### src/rtl/banked_memory_rf_if.sv
// Bus bundle for banked_memory_rf: two read ports, one byte-masked write port, clear request and status.
// master = controller/datapath side, slave = the storage array.
interface banked_memory_rf_if #(
  parameter int DATA_WIDTH = 8,
  parameter int ADDR_WIDTH = 8
);
  localparam int LANES = DATA_WIDTH / 8;

  logic                  clear;
  logic                  busy;

  logic                  read_enable_a;
  logic [ADDR_WIDTH-1:0] read_address_a;
  logic [DATA_WIDTH-1:0] read_data_a;
  logic                  read_valid_a;

  logic                  read_enable_b;
  logic [ADDR_WIDTH-1:0] read_address_b;
  logic [DATA_WIDTH-1:0] read_data_b;
  logic                  read_valid_b;

  logic                  write_enable;
  logic [ADDR_WIDTH-1:0] write_address;
  logic [DATA_WIDTH-1:0] write_data;
  logic [LANES-1:0]      write_mask;
  logic                  write_error;

  modport master (
    output clear, read_enable_a, read_address_a, read_enable_b, read_address_b,
           write_enable, write_address, write_data, write_mask,
    input  busy, read_data_a, read_valid_a, read_data_b, read_valid_b, write_error
  );

  modport slave (
    input  clear, read_enable_a, read_address_a, read_enable_b, read_address_b,
           write_enable, write_address, write_data, write_mask,
    output busy, read_data_a, read_valid_a, read_data_b, read_valid_b, write_error
  );
endinterface

### src/rtl/banked_memory_rf.sv
// Dual-read, byte-masked single-write storage array with a one-cell-per-cycle clear engine.
// Reads return one cycle after the request; no backpressure, writes are dropped (write_error) while clearing.
module banked_memory_rf #(
  parameter int DATA_WIDTH = 8,
  parameter int ADDR_WIDTH = 8,
  parameter int CELL_COUNT = 256
) (
  input  logic                i_clock,
  input  logic                i_reset,
  banked_memory_rf_if.slave   io_bus
);
  localparam int                    LANES     = DATA_WIDTH / 8;
  localparam int                    IDX_W     = (CELL_COUNT > 1) ? $clog2(CELL_COUNT) : 1;
  localparam logic [ADDR_WIDTH:0]   CELLS     = (ADDR_WIDTH + 1)'(CELL_COUNT);
  localparam logic [ADDR_WIDTH-1:0] LAST_CELL = ADDR_WIDTH'(CELL_COUNT - 1);

  typedef enum logic {ST_IDLE, ST_CLEAR} state_t;

  state_t                r_state;
  logic [ADDR_WIDTH-1:0] r_clear_ptr;
  logic [DATA_WIDTH-1:0] r_mem [CELL_COUNT];
  logic [DATA_WIDTH-1:0] r_read_data_a;
  logic [DATA_WIDTH-1:0] r_read_data_b;
  logic                  r_read_valid_a;
  logic                  r_read_valid_b;
  logic                  r_write_error;
  logic                  r_busy;

  logic                  w_idle;
  logic                  w_read_zero;
  logic                  w_wr_in_range;
  logic                  w_wr_accept;
  logic                  w_wr_drop;
  logic                  w_rd_in_range_a;
  logic                  w_rd_in_range_b;
  logic [DATA_WIDTH-1:0] w_wr_old;
  logic [DATA_WIDTH-1:0] w_wr_merged;
  logic [DATA_WIDTH-1:0] w_rd_data_a;
  logic [DATA_WIDTH-1:0] w_rd_data_b;

  assign w_idle          = (r_state == ST_IDLE);
  // The array reads as zero from the edge a clear is accepted, before the engine has touched any cell.
  assign w_read_zero     = !w_idle || io_bus.clear;
  assign w_wr_in_range   = ({1'b0, io_bus.write_address} < CELLS);
  assign w_rd_in_range_a = ({1'b0, io_bus.read_address_a} < CELLS);
  assign w_rd_in_range_b = ({1'b0, io_bus.read_address_b} < CELLS);
  assign w_wr_accept     = io_bus.write_enable && w_idle && !io_bus.clear && w_wr_in_range && !i_reset;
  assign w_wr_drop       = io_bus.write_enable && !(w_idle && !io_bus.clear && w_wr_in_range);

  assign w_wr_old = r_mem[io_bus.write_address[IDX_W-1:0]];

  always_comb begin
    w_wr_merged = w_wr_old;
    for (int i = 0; i < LANES; i++) begin
      if (io_bus.write_mask[i]) begin
        w_wr_merged[8*i +: 8] = io_bus.write_data[8*i +: 8];
      end
    end
  end

  // Write-first: a read hitting the cell being written sees the merged word.
  assign w_rd_data_a = (w_read_zero || !w_rd_in_range_a) ? '0 :
                       (w_wr_accept && (io_bus.read_address_a == io_bus.write_address)) ? w_wr_merged :
                       r_mem[io_bus.read_address_a[IDX_W-1:0]];
  assign w_rd_data_b = (w_read_zero || !w_rd_in_range_b) ? '0 :
                       (w_wr_accept && (io_bus.read_address_b == io_bus.write_address)) ? w_wr_merged :
                       r_mem[io_bus.read_address_b[IDX_W-1:0]];

  always_ff @(posedge i_clock) begin
    if (!i_reset) begin
      if (r_state == ST_CLEAR) begin
        r_mem[r_clear_ptr[IDX_W-1:0]] <= '0;
      end else if (w_wr_accept) begin
        r_mem[io_bus.write_address[IDX_W-1:0]] <= w_wr_merged;
      end
    end
  end

  always_ff @(posedge i_clock) begin
    if (i_reset) begin
      r_state        <= ST_CLEAR;
      r_clear_ptr    <= '0;
      r_read_data_a  <= '0;
      r_read_data_b  <= '0;
      r_read_valid_a <= 1'b0;
      r_read_valid_b <= 1'b0;
      r_write_error  <= 1'b0;
      r_busy         <= 1'b1;
    end else begin
      r_write_error  <= w_wr_drop;
      r_read_valid_a <= io_bus.read_enable_a;
      r_read_valid_b <= io_bus.read_enable_b;
      if (io_bus.read_enable_a) r_read_data_a <= w_rd_data_a;
      if (io_bus.read_enable_b) r_read_data_b <= w_rd_data_b;
      case (r_state)
        ST_IDLE: begin
          if (io_bus.clear) begin
            r_state     <= ST_CLEAR;
            r_clear_ptr <= '0;
            r_busy      <= 1'b1;
          end
        end
        ST_CLEAR: begin
          if (r_clear_ptr == LAST_CELL) begin
            r_state     <= ST_IDLE;
            r_clear_ptr <= '0;
            r_busy      <= 1'b0;
          end else begin
            r_clear_ptr <= r_clear_ptr + ADDR_WIDTH'(1);
          end
        end
      endcase
    end
  end

  assign io_bus.busy         = r_busy;
  assign io_bus.read_data_a  = r_read_data_a;
  assign io_bus.read_valid_a = r_read_valid_a;
  assign io_bus.read_data_b  = r_read_data_b;
  assign io_bus.read_valid_b = r_read_valid_b;
  assign io_bus.write_error  = r_write_error;
endmodule

### src/flat_wrapper.sv
// flat-port wrapper written by rule: the top's interface ports become plain ports
module banked_memory_rf_flat 
#(
  parameter int DATA_WIDTH = 8,
  parameter int ADDR_WIDTH = 8,
  parameter int CELL_COUNT = 256
)
  (i_clock, i_reset, io_bus_clear, io_bus_read_enable_a, io_bus_read_address_a, io_bus_read_enable_b, io_bus_read_address_b, io_bus_write_enable, io_bus_write_address, io_bus_write_data, io_bus_write_mask, io_bus_busy, io_bus_read_data_a, io_bus_read_valid_a, io_bus_read_data_b, io_bus_read_valid_b, io_bus_write_error);
  banked_memory_rf_if #(.DATA_WIDTH(DATA_WIDTH), .ADDR_WIDTH(ADDR_WIDTH)) io_bus_i ();
  input  logic i_clock;
  input  logic i_reset;
  input wire logic [$bits(io_bus_i.clear)-1:0] io_bus_clear;
  input wire logic [$bits(io_bus_i.read_enable_a)-1:0] io_bus_read_enable_a;
  input wire logic [$bits(io_bus_i.read_address_a)-1:0] io_bus_read_address_a;
  input wire logic [$bits(io_bus_i.read_enable_b)-1:0] io_bus_read_enable_b;
  input wire logic [$bits(io_bus_i.read_address_b)-1:0] io_bus_read_address_b;
  input wire logic [$bits(io_bus_i.write_enable)-1:0] io_bus_write_enable;
  input wire logic [$bits(io_bus_i.write_address)-1:0] io_bus_write_address;
  input wire logic [$bits(io_bus_i.write_data)-1:0] io_bus_write_data;
  input wire logic [$bits(io_bus_i.write_mask)-1:0] io_bus_write_mask;
  output wire logic [$bits(io_bus_i.busy)-1:0] io_bus_busy;
  output wire logic [$bits(io_bus_i.read_data_a)-1:0] io_bus_read_data_a;
  output wire logic [$bits(io_bus_i.read_valid_a)-1:0] io_bus_read_valid_a;
  output wire logic [$bits(io_bus_i.read_data_b)-1:0] io_bus_read_data_b;
  output wire logic [$bits(io_bus_i.read_valid_b)-1:0] io_bus_read_valid_b;
  output wire logic [$bits(io_bus_i.write_error)-1:0] io_bus_write_error;
  assign io_bus_i.clear = io_bus_clear;
  assign io_bus_i.read_enable_a = io_bus_read_enable_a;
  assign io_bus_i.read_address_a = io_bus_read_address_a;
  assign io_bus_i.read_enable_b = io_bus_read_enable_b;
  assign io_bus_i.read_address_b = io_bus_read_address_b;
  assign io_bus_i.write_enable = io_bus_write_enable;
  assign io_bus_i.write_address = io_bus_write_address;
  assign io_bus_i.write_data = io_bus_write_data;
  assign io_bus_i.write_mask = io_bus_write_mask;
  assign io_bus_busy = io_bus_i.busy;
  assign io_bus_read_data_a = io_bus_i.read_data_a;
  assign io_bus_read_valid_a = io_bus_i.read_valid_a;
  assign io_bus_read_data_b = io_bus_i.read_data_b;
  assign io_bus_read_valid_b = io_bus_i.read_valid_b;
  assign io_bus_write_error = io_bus_i.write_error;
  banked_memory_rf #(.DATA_WIDTH(DATA_WIDTH), .ADDR_WIDTH(ADDR_WIDTH), .CELL_COUNT(CELL_COUNT)) u_core (.i_clock(i_clock), .i_reset(i_reset), .io_bus(io_bus_i));
endmodule
### config.mk
export PLATFORM = sky130hd
export DESIGN_NAME = banked_memory_rf_flat
export DESIGN_NICKNAME = d
export VERILOG_FILES = /design/src/rtl/banked_memory_rf_if.sv /design/src/rtl/banked_memory_rf.sv /design/src/flat_wrapper.sv
export SDC_FILE = /design/constraint.sdc
export NUM_CORES = 2
export LEC_CHECK = 0
export BUFFER_PORTS_ARGS = -buffer_cell sky130_fd_sc_hd__buf_2
export CAP_MARGIN = 25
export CORE_MARGIN = 5
export CORE_UTILIZATION = 42
export CTS_CLUSTER_DIAMETER = 40
export DETAILED_ROUTE_END_ITERATION = 7
export PLACE_DENSITY = 0.65
export RECOVER_POWER = 25
export SLEW_MARGIN = 20
export SYNTH_ARGS = -nofsm -noshare
export SYNTH_HDL_FRONTEND = slang
export SYNTH_SLANG_ARGS = --single-unit
### constraint.sdc
create_clock -name i_clock -period 6.9 [get_ports i_clock]
set_clock_uncertainty 0.15 [all_clocks]
set_input_delay 0.69 -clock i_clock [delete_from_list [all_inputs] [get_ports i_clock]]
set_output_delay 0.69 -clock i_clock [all_outputs]
set_load 0.01 [all_outputs]
After elaboration in Yosys (flattened, before gate mapping)

Memories as Yosys holds them, arrays and structs flattened.
Index checks and enable logic that the tools add are counted.

Bits in registers: 29
Bits in latches: 0
Memory bits (writable): 2048
Memory bits (read-only): 0
Input bits: 39
Output and inout bits: 20
Logic and storage cells: 53
Memories kept: 1

Memories:

| name         | words | width | read ports | clocked after Yosys merged registers in | wr ports | line                   | text |
|---|---|---|---|---|---|---|---|
| u_core.r_mem | 256   | 8     | 3          | 0                                       | 1        | banked_memory_rf.sv:21 | `logic [DATA_WIDTH-1:0] r_mem [CELL_COUNT];` |

Add/subtract/negate cells: 1
$mul: 0
Div/mod/pow operators: 0
Magnitude comparators: 0
Equal/unequal tests: 5
Shifts and indexed selects: 0
Muxes and demuxes: 24
Bitwise gates (word level): 1
Reductions and logical operators: 13

Operators with widths:

| operator            | number |
|---|---|
| $mux 8              | 9 |
| $eq 8x8->1          | 2 |
| $pmux 8 s2          | 1 |
| $mux 1              | 12 |
| $add 8x1->8 const B | 1 |
| $eq 8x8->1 const B  | 1 |
| $reduce_or 8->1     | 1 |
| $logic_and 1x1->1   | 7 |
| $ne 2x2->1 const B  | 2 |
| $pmux 1 s2          | 2 |
| $logic_not 1->1     | 3 |
| $reduce_and 2->1    | 1 |
| $logic_or 1x1->1    | 1 |
| $not 1->1           | 1 |

Longest topological paths before layout

Depth in word-level cells: 10
Gate-level depth with buffers: 14
Depth with buffers taken out: 9

Worst setup path before layout

OpenSTA, ideal clock, no wires.

Path type: input to register
Start: in io_bus_write_address[1]
End: mem u_core.r_mem[0][6], data pin
Setup time: 0.871 ns
Data arrival time: 5.973 ns
Data required time: 5.879 ns
Slack: -0.094 ns
Stages: 13
Path buffers: 5
Path through: buf_2 > buf_4 > buf_2 > buf_2 > buf_2 > a211oi_1 > nor4_1 > nor3_1 > and4_1 > o31ai_1 > a21oi_1 > a21oi_1 > and2_1

Longest elaborated chain between the ends: 3

RTL lines:

| item                    | line                   | text |
|---|---|---|
| start, declared         | flat_wrapper.sv:18     | `input wire logic [$bits(io_bus_i.write_address)-1:0] io_bus_write_address;` |
| $mem_v2 256x8           | --                     |  |
| $mux 8                  | banked_memory_rf.sv:55 | `if (io_bus.write_mask[i]) begin` |
| $mux 8 (no source line) | --                     |  |
| end, declared           | banked_memory_rf.sv:21 |  |

Every way passes these cells.

Worst setup path in the final report

Start: reg u_core.r_state
End: mem u_core.r_mem[136][1], enable pin

Longest elaborated chain between the ends: 10
Elaborated cells between the ends (all ways): 14
Those cells by class: 9 x mux; 1 x bitwise; 4 x reduce/logical

RTL lines:

| item                                                     | line                    | text |
|---|---|---|
| start, declared                                          | banked_memory_rf.sv:19  | `state_t r_state;` |
| start signal, assigned                                   | banked_memory_rf.sv:81  | `r_state <= ST_CLEAR;` |
| start signal, assigned                                   | banked_memory_rf.sv:98  | `r_state <= ST_CLEAR;` |
| start signal, assigned                                   | banked_memory_rf.sv:105 | `r_state <= ST_IDLE;` |
| $not 1->1                                                | banked_memory_rf.sv:41  | `assign w_idle = (r_state == ST_IDLE);` |
| $logic_and 1x1->1 (3 in a row)                           | banked_memory_rf.sv:47  | `assign w_wr_accept = io_bus.write_enable && w_idle && !io_bus.clear && w_wr_in_range && !i_reset;` |
| $mux 1                                                   | banked_memory_rf.sv:73  | `end else if (w_wr_accept) begin` |
| $mux 1                                                   | banked_memory_rf.sv:71  | `if (r_state == ST_CLEAR) begin` |
| $mux 1                                                   | banked_memory_rf.sv:70  | `if (!i_reset) begin` |
| $mux 1 (implied by the code)                             | banked_memory_rf.sv:74  | `r_mem[io_bus.write_address[IDX_W-1:0]] <= w_wr_merged;` |
| $reduce_or 8->1 (no source line)                         | --                      |  |
| $mux 8 (no source line) / $mux 1 (equally long branches) | --                      |  |

Parallel ways exist; a longest one is shown, timed or not.

==> flow_metrics.env <==
export IMPL_outcome="finished with violations"
export IMPL_violations="design-rule violations, max-capacitance violations, max-slew violations"
export IMPL_relSlewSlack=-0.344
export IMPL_postCtsSetupBuffers=0
export IMPL_io_buffer_count=58
export IMPL_leakagePower_nw=40.6
export IMPL_power_density_mw_per_mm2=256
export IMPL_synth_area_leaders="edfxtp_1, mux4_2, mux2i_1, buf_2, o22ai_1"
export IMPL_dieHeight_um=531
export IMPL_synth_avg_cell_area_um2=15.9
export IMPL_drv_cap=6
export IMPL_timing_final_ws_setup_ns=0.751
export IMPL_cts_tree="yes"
export IMPL_synthAdderAreaFrac=0.000110
export IMPL_crit_arrival_ns=6.57
export IMPL_die_area_mm2=0.282
export IMPL_yosysMostFrequentCell="edfxtp_1"
export IMPL_numCtsBuffers=348
export IMPL_rows=191
export IMPL_dp_slack_ns=0.0926
export IMPL_synth_compound_area_frac=0.0784
export IMPL_netlist_instances=7177
export IMPL_holdPathStages=2
export IMPL_clkSinkCount=2077
export IMPL_yosys_top_cells_count="edfxtp_1, mux4_2, mux2i_1, nor2_1, buf_2"
export IMPL_wl_um=465000
export IMPL_die_w_um=531
export IMPL_synth_main_ff_cell="edfxtp_1"
export IMPL_ant_nets=0
export IMPL_grt_pass1_vias=80400
export IMPL_first_pass_iters=8
export IMPL_required_ns=7.32
export IMPL_holdCritStartpoint="io_bus_write_enable"
export IMPL_path_clk_slew_ns=0.05
export IMPL_worst_hold_path_type="in2reg"
export IMPL_drt_iter0_markers=14900
export IMPL_place_congestion=1.01
export IMPL_dpl_hpwl_um=304000
export IMPL_crit_fanout=22
export IMPL_worstSetupStartpointType="register"
export IMPL_design_area_mm2=0.132
export IMPL_antenna_found_initial=54
export IMPL_fin_nets=7510
export IMPL_ys_warn_count=0
export IMPL_synth_nets=7217
export IMPL_synth_edf_count=2048
export IMPL_cts_max_level=5
export IMPL_drcViolationCount=32
export IMPL_r2r_start="u_core.r_state"
export IMPL_r2r_end="u_core.r_mem[136][1]"
export IMPL_max_freq_ghz=0.163
export IMPL_wl_per_cell_um=41.0
export IMPL_endpoint_kind="register"
export IMPL_ys_seq_area_frac=0.544
export IMPL_tightestPinTransition_ns=2.02
export IMPL_io_pins=59
export IMPL_setup_violations=0
export IMPL_r2r_setup_slack_ns=0.75
export IMPL_drive_gt1_frac=0.292
export IMPL_grt_pass1_wl_um=637000
export IMPL_ctsRootBufferMaster="clkbuf_16"
export IMPL_peakVddDrop_v=0.000274
export IMPL_synth_top_family_by_area="multiplexers"
export IMPL_period_needed_ns=6.15
export IMPL_rsz0062_at_grt="no"
export IMPL_synth_xor_area_share=0.00123
export IMPL_critPathKind="reg2reg"
export IMPL_async_reset_ff_frac=0
export IMPL_grt_max_degree=130
export IMPL_design_core_area_mm2=0.271
export IMPL_synthMuxAreaShare=0.308
export IMPL_ys_types=68
export IMPL_placed_cell_area_mm2=0.121
export IMPL_drv_slew=130
export IMPL_yosys_area_share_simple=0.0390
export IMPL_clock_path_buffers=4
export IMPL_fillers=22500
export IMPL_track_usage=0.318
export IMPL_clk_latency_ns=1.01
export IMPL_ys_ff_latch=2077
export IMPL_netlist_area_leader_share=0.539
export IMPL_hold_end="u_core.io_bus.write_error"
export IMPL_syn_area_mm2=0.114
export IMPL_start_util=0.422
export IMPL_r2r_cells=7
export IMPL_ctsResizeCount=0
export IMPL_synth_top_cell_by_area="edfxtp_1"
export IMPL_overflow=0
export IMPL_post_route_period_util=0.891
export IMPL_hold_buffers=0
export IMPL_hold_violations=0
export IMPL_tns_ns=0
export IMPL_vias_per_cell=7.34
export IMPL_vias=83200
export IMPL_area_growth_pct=15.8
[worst max-delay path, cell delays in order, from the launching register on]
cell and delay (ns):
dfxtp_1 0.65, or2_0 0.56, nor3b_1 0.11, clkbuf_1 0.59, o31ai_1 0.41, clkbuf_1 0.47, nand3_1 1.39, nor2_1 1.41
[area by class of cell]
class / count / area (um2) / area share
flip-flops and latches: 2077 / 62100 / 0.470
inverters: 45 / 176 / 0.00133
well taps: 3570 / 4470 / 0.0338
repair buffers: 612 / 4790 / 0.0362
clock inverters: 240 / 2650 / 0.0201
multi-input cells: 4386 / 49000 / 0.371
clock buffers: 381 / 8980 / 0.0679
diodes: 26 / 65.1 / 0.000492
[worst max-delay path by stage]
stage,endpoint,cells after the start,start
after floorplan,u_core.r_mem[0][1],10,io_bus_write_address[1]
after global placement,u_core.r_mem[144][7],11,io_bus_write_address[0]
after detailed placement,u_core.r_mem[129][7],11,io_bus_write_address[0]
after CTS,u_core.r_mem[177][7],11,io_bus_write_address[0]
after global routing,u_core.r_mem[136][4],7,u_core.r_state
final,u_core.r_mem[136][1],7,u_core.r_state
[through the flow]
| stage | hold WS, ns | total power [mW] | cells | utilization |
|---|---|---|---|---|
| floorplan | 0.350 | 15.4 | 7177 | - |
| global placement | 0.436 | 16.5 | 10600 | 0.445 |
| detailed placement | 0.440 | 16.5 | 10700 | 0.446 |
| CTS | 0.00182 | 33.7 | 11300 | 0.489 |
| global route | 0.00886 | 34.5 | 11300 | 0.488 |
| finish | 0.0440 | 33.9 | 11300 | 0.488 |
[routing by layer]
metal	up-vias	GRT usage	share of wire
met5	-	0	0.00065
met4	44	0.218	0.084
met3	1903	0.133	0.15
met2	7765	0.454	0.43
met1	42300	0.393	0.33
li1	31100	-	-
[flip-flops by register name, indices dropped and copies added, names as in the netlist]
| name | cells |
|---|---|
| u_core.io_bus.read_data_a | 8 |
| u_core.io_bus.read_data_b | 8 |
| u_core.r_mem | 2048 |
| u_core.r_state | 1 |
| u_core.io_bus.read_valid_b | 1 |
| u_core.r_clear_ptr | 8 |
| u_core.io_bus.read_valid_a | 1 |
| u_core.io_bus.busy | 1 |
| u_core.io_bus.write_error | 1 |
[power breakdown]
group | switching, mW | leakage [nW] | internal (mW)
clock | 6.41 | 5.58 | 11.0
combinational | 1.84 | 18.4 | 0.916
sequential | 0.0114 | 16.6 | 13.7
total | 8.27 | 40.6 | 25.6
[kinds of logic after synthesis]
group / Yosys count
fa+ha+maj: 1
simple gates: 965
compound gates: 1302
xor+xnor: 16
buf+inv: 714
mux: 2102
flops: 2077
[cell usage in the layout (no fill, tap or decap), drive strengths merged, types with 20 or more instances in the layout]
master,netlist,layout
mux4,1123,1123
diode,0,26
o22ai,216,216
a2111oi,60,60
and2,28,28
clkinv,2,108
nand3,66,66
dfxtp,29,29
clkbuf,256,549
nor4,27,27
nor2b,41,41
o21a,31,31
mux2i,922,922
a31oi,26,26
nand2,277,277
nor3,62,62
inv,43,91
o211ai,112,112
o21ai,135,135
a221oi,102,102
clkinvlp,0,45
nand4,42,42
a22oi,142,142
a311oi,20,20
buf,413,439
nand2b,38,38
bufinv,0,41
edfxtp,2048,2048
mux2,57,57
nor2,320,320
a211oi,143,143
a21oi,220,220
(Power assumes the default switching activity.)
